[src/rtl/run_detect_if.sv]
// run_detect_if: groups the run detector's sample controls, sensor inputs and
// qualified outputs. The debug port y only exists when RUN_DETECT_DEBUG_EN is
// defined.
interface run_detect_if #(
  parameter int CH = 1
);
  logic          en;
  logic          clr;
  logic [CH-1:0] w;
  logic [CH-1:0] z;
  logic [CH-1:0] rise;
  logic [CH-1:0] fall;
`ifdef RUN_DETECT_DEBUG_EN
  logic [2*CH-1:0] y;

  modport master (output en, output clr, output w,
                  input z, input rise, input fall, input y);
  modport slave  (input en, input clr, input w,
                  output z, output rise, output fall, output y);
`else
  modport master (output en, output clr, output w,
                  input z, input rise, input fall);
  modport slave  (input en, input clr, input w,
                  output z, output rise, output fall);
`endif
endinterface

[src/rtl/run_detect.sv]
// run_detect: CH-channel Moore run detector with on/off hysteresis.
// A channel's z goes high after ON_LEN consecutive sampled 1s and low after
// OFF_LEN consecutive sampled 0s; rise/fall are registered one-cycle pulses.
// Optional feature: define RUN_DETECT_DEBUG_EN to export per-channel state
// codes on bus.y ({state[CH-1], ..., state[0]}).
module run_detect #(
  parameter int CH      = 1,
  parameter int ON_LEN  = 2,
  parameter int OFF_LEN = 1
) (
  input logic         clk,
  input logic         resetn,
  run_detect_if.slave bus
);
  localparam int MAX_LEN = (ON_LEN > OFF_LEN) ? ON_LEN : OFF_LEN;
  localparam int CNT_W   = $clog2(MAX_LEN + 1);

  localparam logic [CNT_W-1:0] ON_CNT  = CNT_W'(ON_LEN);
  localparam logic [CNT_W-1:0] OFF_CNT = CNT_W'(OFF_LEN);
  localparam logic [CNT_W-1:0] CNT_ONE = CNT_W'(1);

  localparam logic [1:0] ST_IDLE   = 2'b00;
  localparam logic [1:0] ST_ARM    = 2'b01;
  localparam logic [1:0] ST_ACTIVE = 2'b10;
  localparam logic [1:0] ST_HOLD   = 2'b11;

  // Parameter legality is checked once at elaboration.
  if (CH < 1) begin : g_bad_ch
    $error("run_detect: CH must be >= 1");
  end
  if ((ON_LEN < 1) || (ON_LEN > 255)) begin : g_bad_on
    $error("run_detect: ON_LEN must be in 1..255");
  end
  if ((OFF_LEN < 1) || (OFF_LEN > 255)) begin : g_bad_off
    $error("run_detect: OFF_LEN must be in 1..255");
  end

  logic [CH-1:0][1:0]       state_q, state_d;
  logic [CH-1:0][CNT_W-1:0] cnt_q, cnt_d;
  logic [CH-1:0]            rise_q, rise_d;
  logic [CH-1:0]            fall_q, fall_d;
  logic [CH-1:0]            z_s;

  // State register: per-channel state, run counter and event pulses.
  always_ff @(posedge clk or negedge resetn) begin
    if (!resetn) begin
      state_q <= '0;
      cnt_q   <= '0;
      rise_q  <= '0;
      fall_q  <= '0;
    end else begin
      state_q <= state_d;
      cnt_q   <= cnt_d;
      rise_q  <= rise_d;
      fall_q  <= fall_d;
    end
  end

  // Next-state logic: clr beats en; en=0 freezes state and counters.
  always_comb begin
    state_d = state_q;
    cnt_d   = cnt_q;
    rise_d  = '0;
    fall_d  = '0;
    for (int i = 0; i < CH; i++) begin
      if (bus.clr) begin
        // Synchronous clear never produces a fall pulse.
        state_d[i] = ST_IDLE;
        cnt_d[i]   = '0;
      end else if (bus.en) begin
        case (state_q[i])
          ST_IDLE: begin
            if (bus.w[i]) begin
              if (ON_LEN == 1) begin
                state_d[i] = ST_ACTIVE;
                cnt_d[i]   = '0;
                rise_d[i]  = 1'b1;
              end else begin
                state_d[i] = ST_ARM;
                cnt_d[i]   = CNT_ONE;
              end
            end else begin
              state_d[i] = ST_IDLE;
              cnt_d[i]   = '0;
            end
          end
          ST_ARM: begin
            if (bus.w[i]) begin
              if ((cnt_q[i] + CNT_ONE) == ON_CNT) begin
                state_d[i] = ST_ACTIVE;
                cnt_d[i]   = '0;
                rise_d[i]  = 1'b1;
              end else begin
                state_d[i] = ST_ARM;
                cnt_d[i]   = cnt_q[i] + CNT_ONE;
              end
            end else begin
              state_d[i] = ST_IDLE;
              cnt_d[i]   = '0;
            end
          end
          ST_ACTIVE: begin
            if (!bus.w[i]) begin
              if (OFF_LEN == 1) begin
                state_d[i] = ST_IDLE;
                cnt_d[i]   = '0;
                fall_d[i]  = 1'b1;
              end else begin
                state_d[i] = ST_HOLD;
                cnt_d[i]   = CNT_ONE;
              end
            end else begin
              state_d[i] = ST_ACTIVE;
              cnt_d[i]   = '0;
            end
          end
          ST_HOLD: begin
            if (!bus.w[i]) begin
              if ((cnt_q[i] + CNT_ONE) == OFF_CNT) begin
                state_d[i] = ST_IDLE;
                cnt_d[i]   = '0;
                fall_d[i]  = 1'b1;
              end else begin
                state_d[i] = ST_HOLD;
                cnt_d[i]   = cnt_q[i] + CNT_ONE;
              end
            end else begin
              // Bounce back to ACTIVE: z never dropped, so no rise pulse.
              state_d[i] = ST_ACTIVE;
              cnt_d[i]   = '0;
            end
          end
          default: begin
            // X or corrupted state recovers to IDLE.
            state_d[i] = ST_IDLE;
            cnt_d[i]   = '0;
          end
        endcase
      end else begin
        state_d[i] = state_q[i];
        cnt_d[i]   = cnt_q[i];
      end
    end
  end

  // Output decode: z depends on state only (Moore), never on w.
  always_comb begin
    z_s = '0;
    for (int i = 0; i < CH; i++) begin
      z_s[i] = (state_q[i] == ST_ACTIVE) || (state_q[i] == ST_HOLD);
    end
  end

  assign bus.z    = z_s;
  assign bus.rise = rise_q;
  assign bus.fall = fall_q;

`ifdef RUN_DETECT_DEBUG_EN
  // The state register already is the registered state code.
  assign bus.y = state_q;
`endif

endmodule

[src/flat_wrapper.sv]
// flat-port wrapper written by rule: the top's interface ports become plain ports
module run_detect_flat 
#(
  parameter int CH      = 1,
  parameter int ON_LEN  = 2,
  parameter int OFF_LEN = 1
)
  (clk, resetn, bus_en, bus_clr, bus_w, bus_z, bus_rise, bus_fall);
  run_detect_if #(.CH(CH)) bus_i ();
  input logic clk;
  input logic resetn;
  input wire logic [$bits(bus_i.en)-1:0] bus_en;
  input wire logic [$bits(bus_i.clr)-1:0] bus_clr;
  input wire logic [$bits(bus_i.w)-1:0] bus_w;
  output wire logic [$bits(bus_i.z)-1:0] bus_z;
  output wire logic [$bits(bus_i.rise)-1:0] bus_rise;
  output wire logic [$bits(bus_i.fall)-1:0] bus_fall;
  assign bus_i.en = bus_en;
  assign bus_i.clr = bus_clr;
  assign bus_i.w = bus_w;
  assign bus_z = bus_i.z;
  assign bus_rise = bus_i.rise;
  assign bus_fall = bus_i.fall;
  run_detect #(.CH(CH), .ON_LEN(ON_LEN), .OFF_LEN(OFF_LEN)) u_core (.clk(clk), .resetn(resetn), .bus(bus_i));
endmodule
[config.mk]
export PLATFORM = sky130hd
export DESIGN_NAME = run_detect_flat
export DESIGN_NICKNAME = d
export VERILOG_FILES = /design/src/rtl/run_detect_if.sv /design/src/rtl/run_detect.sv /design/src/flat_wrapper.sv
export SDC_FILE = /design/constraint.sdc
export NUM_CORES = 1
export LEC_CHECK = 0
export ABC_AREA = 0
export BUFFER_PORTS_ARGS = -buffer_cell sky130_fd_sc_hd__buf_2
export CAP_MARGIN = 25
export CORE_MARGIN = 3
export CORE_UTILIZATION = 28
export DETAILED_ROUTE_END_ITERATION = 6
export PLACE_DENSITY_LB_ADDON = 0.1
export SYNTH_ARGS = -nofsm -noshare
export SYNTH_HDL_FRONTEND = slang
export SYNTH_SLANG_ARGS = --single-unit
[constraint.sdc]
create_clock -name clk -period 2.06 [get_ports clk]
set_clock_uncertainty 0.2 [all_clocks]
set_input_delay 0.103 -clock clk [delete_from_list [all_inputs] [get_ports clk]]
set_output_delay 0.103 -clock clk [all_outputs]
set_load 0.1 [all_outputs]
# == Word-level counts from Yosys, hierarchy flattened ==
# Index checks and enable logic that the tools add are counted.
# classes
n_addsub,1
n_mul,0
div_mod_pow,0
magnitude_cmp,0
eq_ne,5
shift,0
mux,27
n_bitwise,0
n_reduce_logical,3
# ops
cell,n
$mux W2,13
$pmux W2 S4,2
$mux W1,11
$eq A2 B2 Y1 const B,3
$eq A2 B1 Y1 const B,2
$add A2 B1 Y2 const B,1
$logic_not A2 Y1,1
$pmux W1 S2,1
$reduce_bool A2 Y1,1
$logic_or A1 B1 Y1,1
# totals
reg_bits,6
latch_bits,0
mem_bits_rw,0
romBits,0
input_bits,5
n_memories,0

# == Logic depth before layout (Yosys ltp) ==
# Gate-level depths: netlist (run 1).
# depth
depth_word,7
mapped_depth,5

# == Worst setup path after synthesis (run 1) ==
# No wires, ideal clock.
# synth_timing
kind,register -> output
start,register u_core.state_q[1] (netlist name)
end,output bus_z
arrival_ns,1.252
required_ns,1.757
slack_ns,0.505
stages_incl_launch_ff,2
path_buffers,1
path_cell_list,dfrtp_1 -> clkbuf_1
# synth_between
elab_chain_cells,2
word_cells_on_any_way,3
cone_classes,eq/ne: 2; reduce/logical: 1
# synth_rtl
element,line,rtl
start: declaration,run_detect.sv:38,"logic [CH-1:0][1:0] state_q, state_d;"
start signal: assignment,run_detect.sv:52,state_q <= state_d;
$eq A2 B2 Y1,run_detect.sv:150,z_s[i] = (state_q[i] == ST_ACTIVE) || (state_q[i] == ST_HOLD);
$logic_or A1 B1 Y1 *,run_detect.sv:150,
end: declaration,flat_wrapper.sv:15,output wire logic [$bits(bus_i.z)-1:0] bus_z;
# Mark *: on every way between the ends. The rest lies on a longest branch, timed or not.

# == Final worst setup path (run 1) ==
# layout_timing
start,register u_core.cnt_q[0] (netlist name)
end,register u_core.cnt_q[0] (netlist name)
# layout_between
elab_chain_cells,7
word_cells_on_any_way,10
cone_classes,add/sub: 1; eq/ne: 2; mux: 7
# layout_rtl
element,line,rtl
start: declaration,run_detect.sv:39,"logic [CH-1:0][CNT_W-1:0] cnt_q, cnt_d;"
start signal: assignment,run_detect.sv:53,cnt_q <= cnt_d;
$add A2 B1 Y2 *,-,
$eq A2 B1 Y1 or $eq A2 B2 Y1 (tied branches),"run_detect.sv:119, run_detect.sv:89",
"$mux W2, on equally long branches","run_detect.sv:119, run_detect.sv:89",
"$mux W2, on equally long branches","run_detect.sv:118, run_detect.sv:88",
$pmux W2 S4 *,run_detect.sv:71,case (state_q[i])
$mux W2 *,run_detect.sv:70,end else if (bus.en) begin
$mux W2 *,run_detect.sv:66,if (bus.clr) begin
# Mark *: on every way between the ends. The rest lies on a longest branch, timed or not. The select of a mux whose other input is x is not followed.
# A chain may end at the register's enable or synchronous reset.

==> summary.md, run 1 <==
| Metric | Value |
|---|---|
| Ports | 8 |
| RSZ-0062 raised after global routing | false |
| Max-slew violation count | 0 |
| Maxcap violations | 0 |
| CTS clk-pin slew, worst paths | 0.05 ns |
| DR pass1 iterations | 2 |
| Synth Cell Area | 374 sq um |
| Die height | about 43 um |
| Critical path type | register to register |
| # DRC | 0 |
| CTS tree | yes |
| Number of H-tree levels | 1 |
| Switching power | about 70 uW |
| Static Leakage | 0.000229 uW |
| # rows | 12 |
| Compound-Gate Fraction of Synth Area | between 20% and 30% |
| P&R area growth vs syn | 28.4% |
| Met3 GRT Util | slightly below 4% |
| DR vias/cell | a little under 5 |
| CTS Buf Count | 3 |
| First-pass GRT wire length | 1210 um |
| FF-to-FF End | u_core.cnt_q[0] |
| CP Cell Sequence | ha_1 > o21ai_0 > a32oi_1 > a211oi_1 > dlygate4sd3_1 |
| Reg-to-reg critical path startpoint | u_core.cnt_q[0] |
| Syn_nets | 43 |
| Max stage delay cell, worst path | dlygate4sd3_1 |
| Status | completed |
| Vias in the first global route | between 200 and 300 |
| Clk network pwr share | about 40% |
| Cells after synthesis | 35 |
| Most Crowded Layer GR | met2 |
| Initial Util | around a third |
| Post-CTS setup repair buffer count | 0 |
| Final period util | just over 90% |
| Largest net degree at the start of global routing | 10 |
| Global-route met2 utilization | roughly 14% |
| Fin Setup TNS | 0 ns |
| Post-synthesis sequential area ratio | 40.1% |
| Core ar. | between 1000 and 1500 sq um |
| Initial drt markers | 5 |
| Initial antenna violation count | 0 |
| Total wire length | around 760 um |
| Max incr delay on CP | ~0.56 ns |
| Sw frac | approximately 25% |
| Cell internal pwr | approximately 210 uW |
| Rel. slew slack | 67.8% |
| Clk_lat worst skew | between 0.2 and 0.25 ns |
| Critical Path RT | about 2 ns |
| Pwr/cell area | 579 nW/um^2 |
| Final HPWL from detailed placement | around 570 um |
| Tmin final | just under 2 ns |
| Die W | 42.6 um |
| Reg2Reg Setup Slack | approximately 0.14 ns |
| Dpl ws | approximately 0.45 ns |
| Synth cell types | 23 |
| GPL Wtd Cong | between 0.8 and 0.9 |
| Hold Vio Cnt, Final | 0 |
| Max clock buf depth | 2 |
| Area share of and/or/nand/nor cells after synthesis | approximately 23% |
| Worst-path maximum fanout | 4 |
| Worst path arrival time | between 1.5 and 2 ns |
| Post-Synth Adder-Cell Area | between 10 and 15% |
| Setup-failing EPs final | 0 |
| Antenna cells | 0 |
| Vias | 303 |
| Met1 Resource Use GR | about a tenth |
| Global router's overall resource usage | under 10% |
| Count of port buffers added during placement | 7 |
| Die footprint | around 1800 sq um |
| Hold Path Class | input port to async pin |
| CTS root buf | clkbuf_4 |
| Clock sinks | 6 |
| Worst setup SP type | register |
| Crit path capture type | register |
| Worst-margin pin slew | between 0.4 and 0.5 ns |
| Nets | 57 |
| GRT overflow | 0 |
| Seq cells post-synth | 6 |
| Fmax | ~520 MHz |
| Xor/xnor share of the synthesized area | 0% |
| Routed wire length per instance | ~13 um |
| Core Util, Final | just over 40% |
| Largest family of logic cells by synthesized area | simple AND/OR/NAND/NOR gates |
| Yosys warns | 0 |
| Final worst slack | around 0.14 ns |
| Multiplexer share of the synthesized area | 0% |
| Post-Syn Area per Cell | 10.7 sq um |
| Remaining antenna violation count after routing | 0 |
| Max VDD drop | 0.000236 V |
| Reg2reg path depth | 5 |
| Part of the power in registers | a little under half |
| Gate power share | around 15% |
| Layout cells sized above 1 | 31.9% |
==> synth_stat cells <==
| master | number | area [sq um] |
|---|---|---|
| o32ai_1 | 1 | 8.76 |
| clkbuf_2 | 1 | 5.00 |
| clkbuf_1 | 1 | 3.75 |
| a32oi_1 | 1 | 8.76 |
| and2b_1 | 1 | 7.51 |
| nor2b_4 | 1 | 13.8 |
| nor2b_2 | 1 | 8.76 |
| a22oi_1 | 1 | 7.51 |
| nand2b_1 | 1 | 6.26 |
| or3b_1 | 1 | 8.76 |
| dfrtp_1 | 6 | 150 |
| ha_1 | 3 | 37.5 |
| a221oi_1 | 1 | 8.76 |
| and4bb_2 | 2 | 25.0 |
| a21o_2 | 1 | 8.76 |
| nor2_1 | 1 | 3.75 |
| a2bb2oi_1 | 1 | 8.76 |
| a31o_1 | 1 | 8.76 |
| inv_1 | 4 | 15.0 |
| o21ai_0 | 2 | 10.0 |
| a211oi_1 | 1 | 7.51 |
| nand3b_1 | 1 | 7.51 |
| nand2_1 | 1 | 3.75 |
==> metal layers <==
metal / vias up / wire length, um
met2: 8 / 338
met3: 2 / 41
met1: 141 / 374
li1: 152 / -
met4: 0 / 9
met5: - / 0
==> worst max path at each step <==
stage                       from                end  slack (ns)  cells past startpoint
2_1_floorplan  u_core.state_q[1]              bus_z        0.50                      1
3_3_place_gp     u_core.cnt_q[0]  u_core.state_q[1]        0.46                      5
3_5_place_dp     u_core.cnt_q[0]  u_core.state_q[1]        0.45                      5
4_1_cts          u_core.cnt_q[0]    u_core.cnt_q[0]        0.14                      5
5_1_grt          u_core.cnt_q[1]    u_core.cnt_q[0]        0.07                      6
6_report         u_core.cnt_q[0]    u_core.cnt_q[0]        0.14                      5
==> worst max-delay path, delay by kind of cell (launching register included) <==
kind	cells	cell delay, ns
buffers and inverters	1	0.56
adders and majority gates	1	0.23
AOI/OAI and AO/OA	3	0.45
DFF	1	0.41
==> stage by stage <==
step | std cells | hold slack (ns) | total power (uW) | instance area, sq um
2_1_floorplan | 35 | -0.393 | 151 | 374
3_3_place_gp | 54 | -0.264 | 162 | 418
3_5_place_dp | 54 | -0.256 | 163 | 418
4_1_cts | 61 | 0.0142 | 285 | 480
5_1_grt | 61 | 0.0323 | 293 | 480
6_report | 61 | 0.0181 | 278 | 480
==> sequential cells by signal, indices dropped and copies added (netlist names) <==
signal	cells
u_core.bus.fall	1
u_core.bus.rise	1
u_core.cnt_q	2
u_core.state_q	2
==> what timing repair did <==
item | CTS | global route
gates resized for setup | 0 | 0
endpoints found under the hold margin | 9 | 0
hold buffers | 4 | 0
==> cell families after synthesis <==
family,after synthesis
and+or+nand+nor,10
buffers and inverters,6
DFF,6
AOI/OAI and AO/OA,10
adders and majority gates,3
==> area by class of cell <==
class,count,area (sq um)
Fill cell,124,691
Multi-Input combinational cell,23,200
Sequential cell,6,150
Timing Repair Buffer,11,75.1
Clock buffer,3,22.5
Tap cell,14,17.5
Inverter,4,15.0
==> power by group through the flow <==
stage,clock (uW),sequential (uW),combinational [uW]
2_1_floorplan,0,127,23.3
3_3_place_gp,0,128,34.0
3_5_place_dp,0,128,35.1
4_1_cts,118,126,41.3
5_1_grt,122,127,44.8
6_report,111,127,40.9
==> cell usage in the layout (no fill, tap or decap), types with 2 or more instances in the layout <==
cell type,instances
and4bb_2,2
o21ai_0,2
buf_2,7
clkbuf_4,3
dlygate4sd3_1,4
ha_1,3
dfrtp_1,6
inv_1,4
No activity file was read; power rests on OpenSTA's default activity.
==> run 2: changes to the inputs <==
--- a/config.mk
+++ b/config.mk
@@ -11,6 +11,7 @@
 export CORE_MARGIN = 3
 export CORE_UTILIZATION = 28
 export DETAILED_ROUTE_END_ITERATION = 6
+export MAX_ROUTING_LAYER = met4
 export PLACE_DENSITY_LB_ADDON = 0.1
 export SYNTH_ARGS = -nofsm -noshare
 export SYNTH_HDL_FRONTEND = slang
==> constraint.sdc (replaced) <==
create_clock -name clk -period 2.06 [get_ports clk]
set_clock_uncertainty 0.2 [all_clocks]
set_input_delay 0.103 -clock clk [delete_from_list [all_inputs] [get_ports clk]]
set_output_delay 0.103 -clock clk [all_outputs]
set_load 0.02 [all_outputs]
==> run 2 against run 1 <==
Design area stayed put; global-route usage increased by 0.26 points; non-clock buffer count unchanged; sequential power about the same; routed wire length is 0.92% lower; largest power group unchanged; highest routed layer unchanged; largest cell class unchanged; setup slack hardly changed; critical path type unchanged; power decreased by 0.75%.
==> summary.md, run 2 (synthesis gave the netlist of run 1 again) <==
| Metric | Value |
|---|---|
| Rel. slew slack | 83.8% (was 67.8%) |
| Die height | 42.6 um (unchanged) |
| Hold Path Class | input port to async pin (unchanged) |
| CTS tree | yes (unchanged) |
| Fmax | 521 MHz (about the same) |
| Worst-margin pin slew | 0.243 ns (was 0.486 ns) |
| Fin Setup TNS | 0 ns (unchanged) |
| Crit path capture type | register (unchanged) |
| Max-slew violation count | 0 (unchanged) |
| Vias in the first global route | 289 (was 292) |
| Setup-failing EPs final | 0 (unchanged) |
| Core Util, Final | 41.0% (unchanged) |
| Reg-to-reg critical path startpoint | u_core.cnt_q[0] (unchanged) |
| Global router's overall resource usage | 9.71% (was 9.46%) |
| Status | completed (unchanged) |
| Initial antenna violation count | 0 (unchanged) |
| Worst setup SP type | register (unchanged) |
| Clock sinks | 6 (unchanged) |
| Worst-path maximum fanout | 4 (unchanged) |
| CTS clk-pin slew, worst paths | 0.05 ns (about the same) |
| Initial Util | 31.9% (unchanged) |
| Die W | 42.6 um (unchanged) |
| Remaining antenna violation count after routing | 0 (unchanged) |
| Total wire length | 756 um (was 763 um) |
| RSZ-0062 raised after global routing | false (unchanged) |
| Static Leakage | 0.000229 uW (unchanged) |
| Final HPWL from detailed placement | 566 um (unchanged) |
| DR vias/cell | 5.00 (was 4.97) |
| Critical Path RT | 2.04 ns (about the same) |
| Vias | 305 (was 303) |
| Maxcap violations | 0 (unchanged) |
| Number of H-tree levels | 1 (unchanged) |
| Clk_lat worst skew | 0.25 ns (was 0.24 ns) |
| Most common cell after layout, fill and taps aside | buf_2 (unchanged) |
| Commonest non-fill, non-tap cells in the layout | buf_2, dfrtp_1, inv_1, dlygate4sd3_1 (unchanged) |
| FF-to-FF End | u_core.cnt_q[0] (unchanged) |
| Initial drt markers | 4 (was 5) |
| Antenna cells | 0 (unchanged) |
| # DRC | 0 (unchanged) |
| Final period util | 93.2% (was 93.3%) |
| Design Area, Final | 480 sq um (unchanged) |
| Largest net degree at the start of global routing | 10 (unchanged) |
| Reg2Reg Setup Slack | 0.14 ns (about the same) |
| Routed wire length per instance | 12.4 um (was 12.5 um) |
| Count of port buffers added during placement | 7 (unchanged) |
| Post-cts gate resize count | 0 (unchanged) |
| GPL Wtd Cong | 0.885 (was 0.871) |
| GRT overflow | 0 (unchanged) |
| Ports | 8 (unchanged) |
| Hold Vio Cnt, Final | 0 (unchanged) |
| CTS Buf Count | 3 (unchanged) |
| Worst Setup SP | u_core.cnt_q[0] (unchanged) |
| P&R area growth vs syn | 28.4% (unchanged) |
| CTS root buf | clkbuf_4 (unchanged) |
| Layout cells sized above 1 | 31.9% (unchanged) |
| Post-placement cell area | 418 sq um (unchanged) |
| Max clock buf depth | 2 (unchanged) |
| Reg2reg path depth | 5 (unchanged) |
| Top Registers | u_core.cnt_q (2), u_core.state_q (2) (unchanged) |
| Worst path arrival time | 1.91 ns (was 1.90 ns) |
| Pwr/cell area | 575 nW/um^2 (was 579 nW/um^2) |
| Max VDD drop | 0.000236 V (about the same) |
| First-pass GRT wire length | 1210 um (unchanged) |
| Core ar. | 1170 sq um (unchanged) |
| Pwr Total | 276 uW (was 278 uW) |
| Dpl ws | 0.449 ns (unchanged) |
| Die footprint | 1810 sq um (unchanged) |
| Final worst slack | 0.139 ns (about the same) |
| Nets | 57 (unchanged) |
| Tmin final | 1.92 ns (about the same) |
| Post-CTS setup repair buffer count | 0 (unchanged) |
| # rows | 12 (unchanged) |
| # fillers | 124 (unchanged) |
| Hold-fix buffers, CTS | 4 (unchanged) |
| DR pass1 iterations | 2 (unchanged) |
| Critical path type | register to register (unchanged) |
==> run 2: cell counts in the layout (fill, tap and decap cells not counted) <==
Identical to the previous run, type by type.
==> run 2: per-stage QoR <==
step,std cells,hold WS [ns]
floorplan,35,-0.393
global placement,54,-0.264
finish,61,0.0156
global route,61,0.0322
detailed placement,54,-0.256
CTS,61,0.0142
==> run 2: area by class of cell <==
| class | instances | area, sq um | area share [%] |
|---|---|---|---|
| Timing Repair Buffer | 11 | 75.1 | 15.6 |
| Multi-Input combinational cell | 23 | 200 | 41.7 |
| Tap cell | 14 | 17.5 | 3.65 |
| Clock buffer | 3 | 22.5 | 4.69 |
| Sequential cell | 6 | 150 | 31.2 |
| Inverter | 4 | 15.0 | 3.12 |
==> run 2: power breakdown <==
group / internal [uW] / switching, uW
Combinational: 21.2 / 17.6
Clock: 66.1 / 45.0
Sequential: 121 / 4.97
Total: 209 / 67.6
==> run 2: critical path, cell delays in order (launching register included) <==
cell and delay (ns):
dfrtp_1 0.41, ha_1 0.23, o21ai_0 0.16, a32oi_1 0.07
a211oi_1 0.22, dlygate4sd3_1 0.56
==> run 2: metal layers <==
layer  track usage, %  up-vias  routed length, um
met4             7.45        0                 20
met2             14.0        9                328
li1                 -      153                  -
met3             3.86        3                 44
met5                -        -                  0
met1             10.5      140                363
==> run 2: how the worst max path moves through the flow <==
stage / endpoint / slack [ns] / cells past startpoint
final: u_core.cnt_q[0] / 0.14 / 5
after global routing: u_core.cnt_q[0] / 0.07 / 6
after CTS: u_core.cnt_q[0] / 0.14 / 5
after detailed placement: u_core.state_q[1] / 0.45 / 5
after global placement: u_core.state_q[1] / 0.46 / 5
after floorplan: u_core.state_q[1] / 0.52 / 5
==> run 3: changes to the inputs <==
--- a/config.mk
+++ b/config.mk
@@ -10,9 +10,11 @@
 export CAP_MARGIN = 25
 export CORE_MARGIN = 3
 export CORE_UTILIZATION = 28
+export CTS_BUF_LIST = sky130_fd_sc_hd__clkbuf_4
 export DETAILED_ROUTE_END_ITERATION = 6
 export MAX_ROUTING_LAYER = met4
 export PLACE_DENSITY_LB_ADDON = 0.1
+export SETUP_SLACK_MARGIN = 0.4
 export SYNTH_ARGS = -nofsm -noshare
 export SYNTH_HDL_FRONTEND = slang
 export SYNTH_SLANG_ARGS = --single-unit
==> run 3 against run 2 <==
Utilization is 0.64 points lower; power is 0.21% lower; register-to-register slack better by 0.30 ns; combinational power fell by 5%; fmax rose by 19%; hold slack worse by 0.0037 ns; clock power barely moved; clock-buffer cell count stayed put; first-iteration DRC count increased by 25%; highest routed layer unchanged; non-clock buffer count down 1; setup slack gained 0.30 ns; critical path depth did not move.
==> summary.md, run 3 (synthesis gave the netlist of run 1 again) <==
| Metric | Value |
|---|---|
| Vias | 303 (was 305) |
| # DRC | 0 (unchanged) |
| CP Buf/Inv Count | 1 (unchanged) |
| Fin Setup TNS | 0 ns (unchanged) |
| Antenna cells | 0 (unchanged) |
| GPL Wtd Cong | 0.885 (unchanged) |
| Clk_lat worst skew | 0.25 ns (about the same) |
| Max VDD drop | 0.000228 V (was 0.000236 V) |
| Die footprint | 1810 sq um (unchanged) |
| Largest net degree at the start of global routing | 10 (unchanged) |
| Met2 WL | 324 um (was 328 um) |
| CTS Buf Count | 3 (unchanged) |
| Pwr/cell area | 583 nW/um^2 (was 575 nW/um^2) |
| Top Registers | u_core.cnt_q (2), u_core.state_q (2) (unchanged) |
| DR vias/cell | 5.05 (was 5.00) |
| Initial Util | 31.9% (unchanged) |
| P&R area growth vs syn | 26.4% (was 28.4%) |
| GRT overflow | 0 (unchanged) |
| Reg-to-reg critical path startpoint | u_core.cnt_q[0] (unchanged) |
| # fillers | 124 (unchanged) |
| Number of H-tree levels | 1 (unchanged) |
| Remaining antenna violation count after routing | 0 (unchanged) |
| CP Cell Sequence | inv_1 > ha_2 > nor2b_4 > or3b_1 > a31o_1 (was ha_1 > o21ai_0 > a32oi_1 > a211oi_1 > dlygate4sd3_1) |
| Static Leakage | 0.000222 uW (was 0.000229 uW) |
| DR top layer | met4 (unchanged) |
| Most common cell after layout, fill and taps aside | buf_2 (unchanged) |
| Initial drt markers | 5 (was 4) |
| Worst path arrival time | 1.56 ns (was 1.91 ns) |
| Global router's overall resource usage | 9.53% (was 9.71%) |
| Critical path type | register to register (unchanged) |
| Core ar. | 1170 sq um (unchanged) |
| Hold Path Class | input port to async pin (unchanged) |
| DR pass1 iterations | 2 (unchanged) |
| RSZ-0062 raised after global routing | false (unchanged) |
| Final HPWL from detailed placement | 566 um (unchanged) |
| CTS root buf | clkbuf_4 (unchanged) |
| Tmin final | 1.62 ns (was 1.92 ns) |
| Worst-path maximum fanout | 4 (unchanged) |
| Cell family with most CP delay | flip-flops (was buffers and inverters) |
| # rows | 12 (unchanged) |
| First-pass GRT wire length | 1190 um (was 1210 um) |
| Crit path capture type | register (unchanged) |
| Max incr delay on CP | 0.41 ns (was 0.56 ns) |
| Worst Setup SP | u_core.cnt_q[0] (unchanged) |
| Placed Cells | 54 (unchanged) |
| Die height | 42.6 um (unchanged) |
| Vias in the first global route | 285 (was 289) |
| Status | completed (unchanged) |
| Total wire length | 747 um (was 756 um) |
| M1 WL | 356 um (was 363 um) |
| Max stage delay cell, worst path | dfrtp_1 (was dlygate4sd3_1) |
| Final std cells w/o fill | 60 (was 61) |
| Commonest non-fill, non-tap cells in the layout | buf_2, dfrtp_1, inv_1 (was buf_2, dfrtp_1, inv_1, dlygate4sd3_1) |
| Setup-failing EPs final | 0 (unchanged) |
| Routed wire length per instance | 12.5 um (was 12.4 um) |
| Max clock buf depth | 2 (unchanged) |
| Maxcap violations | 0 (unchanged) |
| Final period util | 78.7% (was 93.2%) |
| Initial antenna violation count | 0 (unchanged) |
| Layout cells sized above 1 | 34.8% (was 31.9%) |
| Die W | 42.6 um (unchanged) |
| Max-slew violation count | 0 (unchanged) |
| Worst hold slack | 0.0118 ns (was 0.0156 ns) |
| CTS clk-pin slew, worst paths | 0.05 ns (about the same) |
| Met3 Wirelength | 43 um (was 44 um) |
| Worst-margin pin slew | 0.243 ns (about the same) |
| CTS tree | yes (unchanged) |
| Rel. slew slack | 83.8% (unchanged) |
| Ports | 8 (unchanged) |
| Clock sinks | 6 (unchanged) |
| Nets | 56 (was 57) |
| Hold Vio Cnt, Final | 0 (unchanged) |
| Critical Path RT | 2.00 ns (was 2.04 ns) |
| Fmax | 617 MHz (was 521 MHz) |
| Worst setup SP type | register (unchanged) |
| Count of port buffers added during placement | 7 (unchanged) |
run 3: changes by cell type in the layout (fill, tap and decap cells not counted), sizes merged:
cell | before | now
dlygate4sd3 | 4 | 3
run 3: per-stage QoR:
step | utilization, % | instance area [sq um] | setup WS (ns) | total power [uW]
2_1_floorplan | - | 374 | 0.515 | 149
3_5_place_dp | 35.7 | 418 | 0.449 | 161
3_3_place_gp | 35.7 | 418 | 0.455 | 160
6_report | 40.4 | 473 | 0.440 | 276
5_1_grt | 40.4 | 473 | 0.406 | 289
4_1_cts | 40.2 | 470 | 0.435 | 281
run 3: worst register-to-register path: cells and delay by family (launching register included):
family / cells / cell delay, ns
DFF: 1 / 0.41
adders and majority gates: 1 / 0.20
AOI/OAI and AO/OA: 1 / 0.22
buffers and inverters: 1 / 0.10
and+or+nand+nor: 2 / 0.38
run 3: report_power, final:
part	leakage [uW]	switching (uW)	internal (uW)
Combinational	0.000126	17.3	19.8
Clock	0.0000138	46.1	66.2
Sequential	0.0000821	4.96	121
run 3: metal layers:
| layer | track usage (%) | vias up |
|---|---|---|
| met1 | 10.5 | 141 |
| met3 | 3.86 | 3 |
| li1 | - | 150 |
| met5 | - | - |
| met2 | 13.4 | 9 |
| met4 | 7.45 | 0 |
run 3: area by class of cell:
cell class / instances / area (sq um) / area share, %
Multi-Input combinational cell: 23 / 203 / 42.9
Timing Repair Buffer: 10 / 65.1 / 13.8
Inverter: 4 / 15.0 / 3.17
Tap cell: 14 / 17.5 / 3.70
Sequential cell: 6 / 150 / 31.7
Clock buffer: 3 / 22.5 / 4.76
run 3: repair_timing:
item | 4_1_cts | 5_1_grt
endpoints found under the setup margin | 0 | 1
hold buffers | 3 | 0
resized for setup | 0 | 1
setup buffers | 0 | 0
hold endpoints to repair | 9 | 0
run 3: worst paths after layout:
| path | to | depth (start not counted) | slack (ns) |
|---|---|---|---|
| min in group clk | u_core.state_q[1] | 3 | 0.04 |
| max in group asynchronous | u_core.state_q[1] | 2 | 1.50 |
| hold reg to reg | u_core.state_q[1] | 1 | 0.41 |
| setup / recovery | u_core.state_q[1] | 5 | 0.44 |
| setup reg to reg | u_core.state_q[1] | 5 | 0.44 |
| hold / removal | u_core.cnt_q[0] | 2 | 0.01 |
